**src/rtl/alu_pkg.sv**
```systemverilog
// Shared types for the sequential ALU: operation codes and control FSM states.
package alu_pkg;

    typedef enum logic [3:0] {
        OP_ADD = 4'b0000,
        OP_SUB = 4'b0001,
        OP_AND = 4'b0010,
        OP_OR  = 4'b0011,
        OP_XOR = 4'b0100,
        OP_SHL = 4'b0101,
        OP_SHR = 4'b0110,
        OP_MUL = 4'b0111,
        OP_DIV = 4'b1000
    } alu_op_t;

    typedef enum logic [1:0] {IDLE, EXEC, CALC, DONE} alu_state_t;

endpackage

```
**src/rtl/alu_secuencial_if.sv**
```systemverilog
// Request/response bundle between the control unit (master) and the sequential ALU (slave).
interface alu_secuencial_if #(parameter int N = 4);

    // start is taken only while the ALU is idle and its operands are captured on that edge;
    // busy covers every following cycle through done, and done is a one-cycle pulse after
    // which result, result_hi and the flags stay valid until the next done.
    logic         start;
    logic [N-1:0] a;
    logic [N-1:0] b;
    logic         ci;
    logic [3:0]   selec_alu;
    logic         busy;
    logic         done;
    logic [N-1:0] result;
    logic [N-1:0] result_hi;
    logic         f_N;
    logic         f_Z;
    logic         f_C;
    logic         f_V;

    modport master (
        output start, a, b, ci, selec_alu,
        input  busy, done, result, result_hi, f_N, f_Z, f_C, f_V
    );

    modport slave (
        input  start, a, b, ci, selec_alu,
        output busy, done, result, result_hi, f_N, f_Z, f_C, f_V
    );

endinterface

```
**src/rtl/alu_muldiv_seq.sv**
```systemverilog
// Iterative engine: shift-add multiply, and restoring divide when ALU_DIV_EN is defined.
// N iterations after load, then fin is held for one cycle with {hi, lo} final.
module alu_muldiv_seq #(
    parameter int N = 4
) (
    input  logic         clk,
    input  logic         rst_n,
    input  logic         load,
    input  logic         is_div,
    input  logic [N-1:0] a,
    input  logic [N-1:0] b,
    output logic [N-1:0] lo,
    output logic [N-1:0] hi,
    output logic         fin
);

    localparam int CW = $clog2(N + 1);

    logic [N-1:0]  lo_q, hi_q, b_q, lo_d, hi_d;
    logic [N:0]    sum;
    logic          run_q, start_ok;
    logic [CW-1:0] cnt_q;

`ifdef ALU_DIV_EN
    logic          div_q;
    logic [N:0]    tmp;
    logic [N-1:0]  diff;
    logic          ge;

    assign start_ok = load;
`else
    // Without a divider a divide request cannot be serviced here.
    assign start_ok = load & ~is_div;
`endif

    always_comb begin
        sum  = {1'b0, hi_q} + (lo_q[0] ? {1'b0, b_q} : {(N+1){1'b0}});
        hi_d = sum[N:1];
        lo_d = {sum[0], lo_q[N-1:1]};
`ifdef ALU_DIV_EN
        // Remainder in hi, dividend shifting out of lo while quotient bits shift in.
        tmp  = {hi_q, lo_q[N-1]};
        ge   = (tmp >= {1'b0, b_q});
        diff = tmp[N-1:0] - b_q;
        if (div_q) begin
            hi_d = ge ? diff : tmp[N-1:0];
            lo_d = {lo_q[N-2:0], ge};
        end
`endif
    end

    always_ff @(posedge clk or negedge rst_n) begin
        if (!rst_n) begin
            lo_q  <= '0;
            hi_q  <= '0;
            b_q   <= '0;
            run_q <= 1'b0;
            cnt_q <= '0;
`ifdef ALU_DIV_EN
            div_q <= 1'b0;
`endif
        end else if (start_ok) begin
            lo_q  <= a;
            hi_q  <= '0;
            b_q   <= b;
            run_q <= 1'b1;
            cnt_q <= '0;
`ifdef ALU_DIV_EN
            div_q <= is_div;
`endif
        end else if (run_q) begin
            if (cnt_q == CW'(N)) begin
                run_q <= 1'b0;
            end else begin
                lo_q  <= lo_d;
                hi_q  <= hi_d;
                cnt_q <= cnt_q + CW'(1);
            end
        end
    end

    assign lo  = lo_q;
    assign hi  = hi_q;
    assign fin = run_q && (cnt_q == CW'(N));

endmodule

```
**src/rtl/alu_secuencial.sv**
```systemverilog
// Sequential ALU with registered NZCV flags and start/busy/done control; the divide
// operation exists only when ALU_DIV_EN is defined, otherwise it is an illegal op.
module alu_secuencial
    import alu_pkg::*;
#(
    parameter int N = 4
) (
    input  logic              clk,
    input  logic              rst_n,
    alu_secuencial_if.slave   bus,
    output alu_state_t        dbg_state
);

    localparam int SHW = $clog2(N);

    alu_state_t     state_q, state_d;
    logic [3:0]     op_q;
    logic [N-1:0]   a_q, b_q;
    logic           ci_q;
    logic           accept, is_mc_in, is_div_in, upd;
    logic [N-1:0]   eng_lo, eng_hi, res_d, res_hi_d;
    logic           eng_fin, c_d, v_d;
    logic [N:0]     wide;
    logic [SHW-1:0] sh;
    logic [N-1:0]   result_q, result_hi_q;
    logic           fn_q, fz_q, fc_q, fv_q;

    assign accept = (state_q == IDLE) && bus.start;
`ifdef ALU_DIV_EN
    assign is_div_in = (bus.selec_alu == OP_DIV);
`else
    assign is_div_in = 1'b0;
`endif
    assign is_mc_in = (bus.selec_alu == OP_MUL) || is_div_in;

    alu_muldiv_seq #(.N(N)) u_muldiv (
        .clk    (clk),
        .rst_n  (rst_n),
        .load   (accept && is_mc_in),
        .is_div (is_div_in),
        .a      (bus.a),
        .b      (bus.b),
        .lo     (eng_lo),
        .hi     (eng_hi),
        .fin    (eng_fin)
    );

    always_ff @(posedge clk or negedge rst_n) begin
        if (!rst_n) begin
            state_q <= IDLE;
            op_q    <= '0;
            a_q     <= '0;
            b_q     <= '0;
            ci_q    <= 1'b0;
        end else begin
            state_q <= state_d;
            if (accept) begin
                op_q <= bus.selec_alu;
                a_q  <= bus.a;
                b_q  <= bus.b;
                ci_q <= bus.ci;
            end
        end
    end

    always_comb begin
        state_d = state_q;
        case (state_q)
            IDLE:    if (bus.start) state_d = is_mc_in ? CALC : EXEC;
            EXEC:    state_d = DONE;
            CALC:    if (eng_fin) state_d = DONE;
            DONE:    state_d = IDLE;
            default: state_d = IDLE;
        endcase
    end

    // Result/C/V candidates; illegal codes fall through to zero, which yields Z=1.
    always_comb begin
        res_d    = '0;
        res_hi_d = '0;
        c_d      = 1'b0;
        v_d      = 1'b0;
        wide     = '0;
        sh       = b_q[SHW-1:0];
        if (state_q == CALC) begin
            res_d    = eng_lo;
            res_hi_d = eng_hi;
`ifdef ALU_DIV_EN
            v_d = (op_q == OP_DIV) ? (b_q == '0) : (eng_hi != '0);
`else
            v_d = (eng_hi != '0);
`endif
        end else begin
            case (op_q)
                OP_ADD: begin
                    wide  = {1'b0, a_q} + {1'b0, b_q} + {{N{1'b0}}, ci_q};
                    res_d = wide[N-1:0];
                    c_d   = wide[N];
                    v_d   = (a_q[N-1] == b_q[N-1]) && (res_d[N-1] != a_q[N-1]);
                end
                OP_SUB: begin
                    wide  = {1'b0, a_q} - {1'b0, b_q} - {{N{1'b0}}, ci_q};
                    res_d = wide[N-1:0];
                    c_d   = ~wide[N];
                    v_d   = (a_q[N-1] != b_q[N-1]) && (res_d[N-1] != a_q[N-1]);
                end
                OP_AND: res_d = a_q & b_q;
                OP_OR:  res_d = a_q | b_q;
                OP_XOR: res_d = a_q ^ b_q;
                OP_SHL: begin
                    wide  = {1'b0, a_q} << sh;
                    res_d = wide[N-1:0];
                    c_d   = wide[N];
                end
                OP_SHR: begin
                    wide  = {a_q, 1'b0} >> sh;
                    res_d = wide[N:1];
                    c_d   = wide[0];
                end
                default: ;
            endcase
        end
    end

    assign upd = (state_q == EXEC) || ((state_q == CALC) && eng_fin);

    always_ff @(posedge clk or negedge rst_n) begin
        if (!rst_n) begin
            result_q    <= '0;
            result_hi_q <= '0;
            fn_q        <= 1'b0;
            fz_q        <= 1'b0;
            fc_q        <= 1'b0;
            fv_q        <= 1'b0;
        end else if (upd) begin
            result_q    <= res_d;
            result_hi_q <= res_hi_d;
            fn_q        <= res_d[N-1];
            fz_q        <= (res_d == '0);
            fc_q        <= c_d;
            fv_q        <= v_d;
        end
    end

    assign bus.busy      = (state_q != IDLE);
    assign bus.done      = (state_q == DONE);
    assign bus.result    = result_q;
    assign bus.result_hi = result_hi_q;
    assign bus.f_N       = fn_q;
    assign bus.f_Z       = fz_q;
    assign bus.f_C       = fc_q;
    assign bus.f_V       = fv_q;
    assign dbg_state     = state_q;

endmodule

```
**src/flat_wrapper.sv**
```systemverilog
// flat-port wrapper written by rule: the top's interface ports become plain ports
module alu_secuencial_flat import alu_pkg::*;
#(
    parameter int N = 4
)
  (clk, rst_n, dbg_state, bus_start, bus_a, bus_b, bus_ci, bus_selec_alu, bus_busy, bus_done, bus_result, bus_result_hi, bus_f_N, bus_f_Z, bus_f_C, bus_f_V);
  alu_secuencial_if #(.N(N)) bus_i ();
  input  logic clk;
  input  logic rst_n;
  output alu_state_t dbg_state;
  input wire logic [$bits(bus_i.start)-1:0] bus_start;
  input wire logic [$bits(bus_i.a)-1:0] bus_a;
  input wire logic [$bits(bus_i.b)-1:0] bus_b;
  input wire logic [$bits(bus_i.ci)-1:0] bus_ci;
  input wire logic [$bits(bus_i.selec_alu)-1:0] bus_selec_alu;
  output wire logic [$bits(bus_i.busy)-1:0] bus_busy;
  output wire logic [$bits(bus_i.done)-1:0] bus_done;
  output wire logic [$bits(bus_i.result)-1:0] bus_result;
  output wire logic [$bits(bus_i.result_hi)-1:0] bus_result_hi;
  output wire logic [$bits(bus_i.f_N)-1:0] bus_f_N;
  output wire logic [$bits(bus_i.f_Z)-1:0] bus_f_Z;
  output wire logic [$bits(bus_i.f_C)-1:0] bus_f_C;
  output wire logic [$bits(bus_i.f_V)-1:0] bus_f_V;
  assign bus_i.start = bus_start;
  assign bus_i.a = bus_a;
  assign bus_i.b = bus_b;
  assign bus_i.ci = bus_ci;
  assign bus_i.selec_alu = bus_selec_alu;
  assign bus_busy = bus_i.busy;
  assign bus_done = bus_i.done;
  assign bus_result = bus_i.result;
  assign bus_result_hi = bus_i.result_hi;
  assign bus_f_N = bus_i.f_N;
  assign bus_f_Z = bus_i.f_Z;
  assign bus_f_C = bus_i.f_C;
  assign bus_f_V = bus_i.f_V;
  alu_secuencial #(.N(N)) u_core (.clk(clk), .rst_n(rst_n), .bus(bus_i), .dbg_state(dbg_state));
endmodule
```
**config.mk**
```make
export PLATFORM = sky130hd
export DESIGN_NAME = alu_secuencial_flat
export DESIGN_NICKNAME = d
export VERILOG_FILES = /design/src/rtl/alu_pkg.sv /design/src/rtl/alu_secuencial_if.sv /design/src/rtl/alu_muldiv_seq.sv /design/src/rtl/alu_secuencial.sv /design/src/flat_wrapper.sv
export SDC_FILE = /design/constraint.sdc
export NUM_CORES = 1
export LEC_CHECK = 0
export ABC_AREA = 1
export BUFFER_PORTS_ARGS = -buffer_cell sky130_fd_sc_hd__buf_2
export CAP_MARGIN = 5
export CORE_MARGIN = 2
export CORE_UTILIZATION = 45
export DETAILED_ROUTE_END_ITERATION = 8
export PLACE_DENSITY = 0.72
export SYNTH_ARGS = -nofsm -noshare
export SYNTH_HDL_FRONTEND = slang
export SYNTH_HIERARCHICAL = 1
export SYNTH_SLANG_ARGS = --single-unit
```
**constraint.sdc**
```tcl
create_clock -name clk -period 3.7 [get_ports clk]
set_input_delay 0.185 -clock clk [delete_from_list [all_inputs] [get_ports clk]]
set_output_delay 0.185 -clock clk [all_outputs]
set_load 0.01 [all_outputs]
```
* Word-level counts from Yosys, hierarchy flattened
Index checks and enable logic that the tools add are counted.
** Storage, ports and cells
- Memories kept :: 0
- Bits in writable memories :: 0
- Output and inout bits :: 16
- Flip-flop bits (word level) :: 43
- Word-level logic and storage cells :: 85
- Bits of input ports :: 16
- ROM bits :: 0
- Bits in latches :: 0
** Cells by class
- Bitwise gates (word level) :: 4
- Muxes and demuxes :: 24
- Magnitude comparators :: 0
- Divide/modulo/power cells :: 0
- Multiply operators :: 0
- $add $sub $neg :: 6
- Shift operators :: 2
- Reductions and logical operators :: 15
- Equality and inequality tests :: 18
** Operators by type and width (count)
- 4-bit two-way mux :: 9
- 4-bit one-hot mux with 7 select lines :: 1
- 4-bit by 3-bit == test with 1-bit output, second input constant :: 4
- 4-bit by 4-bit adder with 5-bit output :: 2
- 3-bit two-way mux :: 3
- 4-bit by 2-bit == test with 1-bit output, second input constant :: 2
- 4-bit zero test :: 2
- 2-bit one-hot mux with 4 select lines :: 1
- 1-bit logical AND :: 6
- 2-bit two-way mux :: 3
- 5-bit by 1-bit adder with 5-bit output :: 1
- 1-bit two-way mux :: 5
- 4-bit by 2-bit << shifter with 5-bit output :: 1
- 5-bit by 2-bit right shift with 5-bit output :: 1
- 4-bit by 4-bit subtractor with 5-bit output :: 1
- 5-bit by 1-bit subtractor with 5-bit output :: 1
- 4-bit AND :: 1
- 2-bit == test, second input constant :: 2
- 4-bit by 1-bit == test with 1-bit output, second input constant :: 1
- 2-bit != test, second input constant :: 2
- 4-bit OR :: 1
- 1-bit one-hot mux with 4 select lines :: 1
- 2-bit AND reduction :: 2
- 2-bit nonzero test :: 2
- other kinds (12) :: 14

* Logic depth before layout (Yosys ltp)
- Depth in word-level cells :: 6
- Mapped depth :: 16
- Mapped depth without buffers :: 16

* Hierarchy
The synthesis kept the hierarchy.
** By module, submodules not included
- alu_secuencial :: sequential area each 650.6 µm², times used 1, area each 2183.3 µm², cells an instance 299
- alu_muldiv_seq :: sequential area each 400.4 µm², times used 1, area each 902.1 µm², cells an instance 109

* Least setup slack after synthesis
OpenSTA, ideal clock, no wires.
- Path type :: reg2reg
- Start point :: register u_core.b_q[0]
- End point :: register u_core.fz_q, in the netlist u_core/bus.f_Z
- Period minus slack after synthesis :: 2104 ps
- Path buffers :: 0
- Setup time :: 117 ps
- Stages on the path, launching flop included :: 15
- Data arrival time :: 1987 ps
- Data required time :: 3583 ps
- Slack :: 1596 ps
- Cells stage by stage :: dfrtp_1 -> inv_2 -> fa_1 -> inv_1 -> fa_1 -> inv_1 -> nand3_1 -> nand2_1 -> nor2_1 -> nand3_1 -> nand2_2 -> nand2_2 -> nor2_2 -> nand3_1 -> nand2_1
** Between the ends
- Word-level cells in the longest chain between the ends :: 5
- Elaborated cells between the ends (all ways) :: 12
- Those cells by class :: add/sub: 4; shift: 2; mux: 2; bitwise: 3; reduce/logical: 1
** Ends and longest elaborated chain
- start: declaration :: line alu_secuencial.sv:18 : logic [N-1:0] a_q, b_q;
- start signal: assignment :: line alu_secuencial.sv:60 : b_q <= bus.b;
- 4-bit by 4-bit subtractor with 5-bit output / 4-bit by 4-bit adder with 5-bit output (equally long branches) :: line alu_secuencial.sv:102, alu_secuencial.sv:96
- 5-bit by 1-bit subtractor with 5-bit output / 5-bit by 1-bit adder with 5-bit output (equally long branches) :: line alu_secuencial.sv:102, alu_secuencial.sv:96
- 4-bit one-hot mux with 7 select lines (*) :: line alu_secuencial.sv:94 : case (op_q)
- 4-bit two-way mux (*) :: line alu_secuencial.sv:85 : if (state_q == CALC) begin
- 4-bit zero test (*) :: line alu_secuencial.sv:139 : fz_q <= (res_d == '0);
- end signal: assignment :: line alu_secuencial.sv:139
- end: declaration :: line alu_secuencial.sv:26 : logic fn_q, fz_q, fc_q, fv_q;
Every way passes the cells marked *; elsewhere a longest branch is shown, timed or not.
A chain may end at the register's enable or synchronous reset.

* Worst setup path in the final report
- Start point :: register u_core.a_q[0]
- End point :: register u_core.fz_q, in the netlist u_core/bus.f_Z
** Between the ends
- Word-level cells in the longest chain between the ends :: 5
- Elaborated cells between the ends (all ways) :: 12
- Those cells by class :: add/sub: 4; shift: 2; mux: 2; bitwise: 3; reduce/logical: 1
** Ends and longest elaborated chain
- start: declaration :: line alu_secuencial.sv:18
- start signal: assignment :: line alu_secuencial.sv:59 : a_q <= bus.a;
- 4-bit by 4-bit subtractor with 5-bit output / 4-bit by 4-bit adder with 5-bit output (equally long branches) :: line alu_secuencial.sv:102, alu_secuencial.sv:96
- 5-bit by 1-bit subtractor with 5-bit output / 5-bit by 1-bit adder with 5-bit output (equally long branches) :: line alu_secuencial.sv:102, alu_secuencial.sv:96
- 4-bit one-hot mux with 7 select lines (*) :: line alu_secuencial.sv:94
- 4-bit two-way mux (*) :: line alu_secuencial.sv:85
- 4-bit zero test (*) :: line alu_secuencial.sv:139
Marked as above.

==> metrics.txt <==
pin slew with the least headroom to its limit=between 900 and 1000 ps; Max stage delay cell, worst path=fa_1; CTS buffer count=5; maxcap violations=0; reg-to-reg critical path startpoint=u_core/a_q[0]$_DFFE_PN0P_; EDFF count, synth=0; post-CTS setup buffer count=0; Yosys top cell area share=about a third; Via-to-Cell Ratio=~5; dpl cell area=approximately 0.0033 mm²; synthesized area per cell=between 7 and 8 µm²; worst-path cell chain=fa_1 > inv_1 > ha_1 > o21ai_0 > nand3_1 > nand3_1 > nand4_1 > a21oi_1 > nand3_1 > nand2_1; leakage=between 1.5 and 2 nW; CTS Buffer Depth=2; Synth area leaders=dfrtp_1 34%, nand2_1 13%, ha_1 11%; Iter 0 DRT Violations=186; Worst Setup SP=u_core/a_q[0]$_DFFE_PN0P_; hold buffer count at cts=0; setup TNS=0 ps; final clock period utilization by the worst path=between 60% and 70%; power density cells=~760 mW/mm²; 1st-pass router iterations=4; Final Max Slew Viols=0; final worst clock skew=8.98 ps; largest stage delay on the critical path=590 ps; Synth Warn #=6; CP required=approximately 3900 ps; number of global-route vias before repair=about 2500; synthesized area=approximately 0.003 mm²; kind of critical path=register to register; Setup violations, final=0; Startpoint Class=register; RSZ-0062 raised after global routing=no; diodes inserted=0; num ports=32; Starting Density=between 40% and 50%; TritonCTS clock tree=yes; H-Tree Depth=2; ys flop type=dfrtp_1; cells after synthesis=slightly above 400; Final Hold Fails=0; fraction of registers with async set or reset after synthesis=100%; CTS root buffer=clkbuf_8; Worst Path Max Fanout=6; Peak VDD IR=a little under 0.4 mV; f_max=about 0.41 GHz; HP Class=input pin to async pin; Final nets=485; via count=2614; Seq/Total Area, Yosys=between 30% and 40%; fin crit period=between 2000 and 2500 ps; net count after synthesis=approximately 460; Yosys top cell by area=dfrtp_1; first-pass GRT wire length=11900 µm; clock latency on the worst-skew pair=around 300 ps; die area=around 0.0075 mm²; remaining global-route overflow=0; Netlist cell types=37; Critical Path AT=~2700 ps; chip height=~87 µm; count leader, synth=nand2_1; post-CTS sizing=0; dpl hpwl=between 5000 and 6000 µm; status=finished, final reports clean; clk sinks=42; largest net degree at the start of global routing=43; I/O Buffers=31; share of cells above drive strength 1=between 10% and 20%; core area=roughly 0.0067 mm²; cell area after layout=0.00337 mm²; die width=86.8 µm; Row Count=30; antenna-violating nets left=0; Worst slew margin=a little under two fifths; Post-Route WL=roughly 7000 µm; WL per Instance=between 10 and 15 µm; Util after Layout=roughly 50%; CTS clk-pin slew, worst paths=approximately 80 ps; synth cell count leaders=108 x nand2_1, 53 x inv_1, 42 x dfrtp_1, 39 x nand3_1, 33 x nor2_1; area delta synth->final=9.29%; RD Place Congestion=0.904; Tot GR Track Use=roughly a fifth; initial antenna violation count=0; Synth Register Bits=42; most used cell along the critical path=nand3_1; Worst Setup End Kind=register; DRC viols=0
==> cell families (layout without fill, tap and decap cells) <==
kind of cell	count (synthesis)	count (layout)	synth area share, %
AND/OR/NAND/NOR	215	215	32.5
buffers and inverters	69	100	9.73
AO/OA/AOI/OAI	46	46	8.64
flip-flops	42	42	34.1
adder cells (fa/ha/maj)	31	31	13.8
XOR/XNOR	4	4	1.14
other	1	1	0.122
==> layout by cell type, fill, tap and decap left out <==
master,n
xor2_1,4
nor3b_2,1
nand2_1,108
nand3_2,2
o22ai_1,4
clkbuf_8,6
a31oi_1,1
inv_2,6
nand3b_1,2
nand2_4,4
inv_4,1
clkbuf_1,1
fa_1,5
nor2_1,33
buf_2,31
o2111ai_1,1
ha_1,26
nor2_4,4
o21ai_1,4
a21oi_2,2
inv_6,2
o211ai_1,5
nor2_2,5
conb_1,1
inv_1,53
o21a_1,1
nor4_1,2
o21ai_2,1
a21oi_1,16
nand3_1,39
nand4_1,2
nor3_2,1
dfrtp_1,42
o21ai_0,11
nand2_2,12
==> stage by stage <==
stage	hold WS, ps	instances	power (mW)	setup slack, ps
6_report	9.04	519	2.55	1270
5_1_grt	90.1	519	2.84	1020
4_1_cts	53.5	519	2.56	1230
3_5_place_dp	382	511	2.23	1250
3_3_place_gp	368	511	2.21	1310
2_1_floorplan	-111	408	1.90	1600
==> path summary, 6_finish.rpt <==
| check | to | slack (ps) | cells past startpoint |
|---|---|---|---|
| worst max-delay path | u_core/bus.f_Z$_DFFE_PN0P_ | 1270 | 10 |
| worst min-delay path | u_core/ci_q$_DFFE_PN0P_ | 9 | 1 |
| worst max register to register | u_core/bus.f_Z$_DFFE_PN0P_ | 1270 | 10 |
| worst min register to register | u_core/bus.f_V$_DFFE_PN0P_ | 490 | 2 |
| max in group asynchronous | u_core/bus.result[1]$_DFFE_PN0P_ | 3100 | 1 |
| min in group clk | u_core/u_muldiv/b_q[0]$_DFFE_PN0P_ | 100 | 3 |
==> critical path, delay by kind of cell, from the launching register on <==
kind                     cells  cell delay, ps
AO/OA/AOI/OAI                2             540
buffers and inverters        1              60
adder cells (fa/ha/maj)      2             760
flip-flops                   1             480
AND/OR/NAND/NOR              5             550
==> flip-flops by register name (all words and copies together), names as in the netlist <==
signal,cells
u_core/bus.result,4
u_core/u_muldiv/lo,4
u_core/u_muldiv/hi,4
u_core/bus.f_Z,1
u_core/bus.f_C,1
u_core/u_muldiv/cnt_q,3
u_core/op_q,4
u_core/bus.f_V,1
u_core/a_q,4
u_core/b_q,4
u_core/dbg_state,2
u_core/u_muldiv/b_q,4
u_core/u_muldiv/run_q,1
u_core/ci_q,1
u_core/bus.result_hi,4
==> layer usage <==
metal	track usage (%)	wire length, µm	up-vias
li1	-	-	1351
met1	29.5	3350	1191
met2	29.6	3050	65
met3	5.14	417	7
met4	6.82	99	0
met5	0	0	-
==> area by class of cell <==
class | count | area [µm²]
sequential | 42 | 1050
tap | 80 | 100
fill | 674 | 3350
clock buffer | 7 | 86.3
timing repair buffer | 31 | 155
inverter | 61 | 236
multi-input combinational | 297 | 1730
clock inverter | 1 | 8.76
==> report_power, final <==
| group | internal [mW] | leakage [nW] | switching (mW) |
|---|---|---|---|
| registers | 0.599 | 0.531 | 0.177 |
| clock network | 0.154 | 0.0489 | 0.168 |
| logic | 0.519 | 1.29 | 0.929 |
Note: power is estimated with default switching activity, not from simulation.
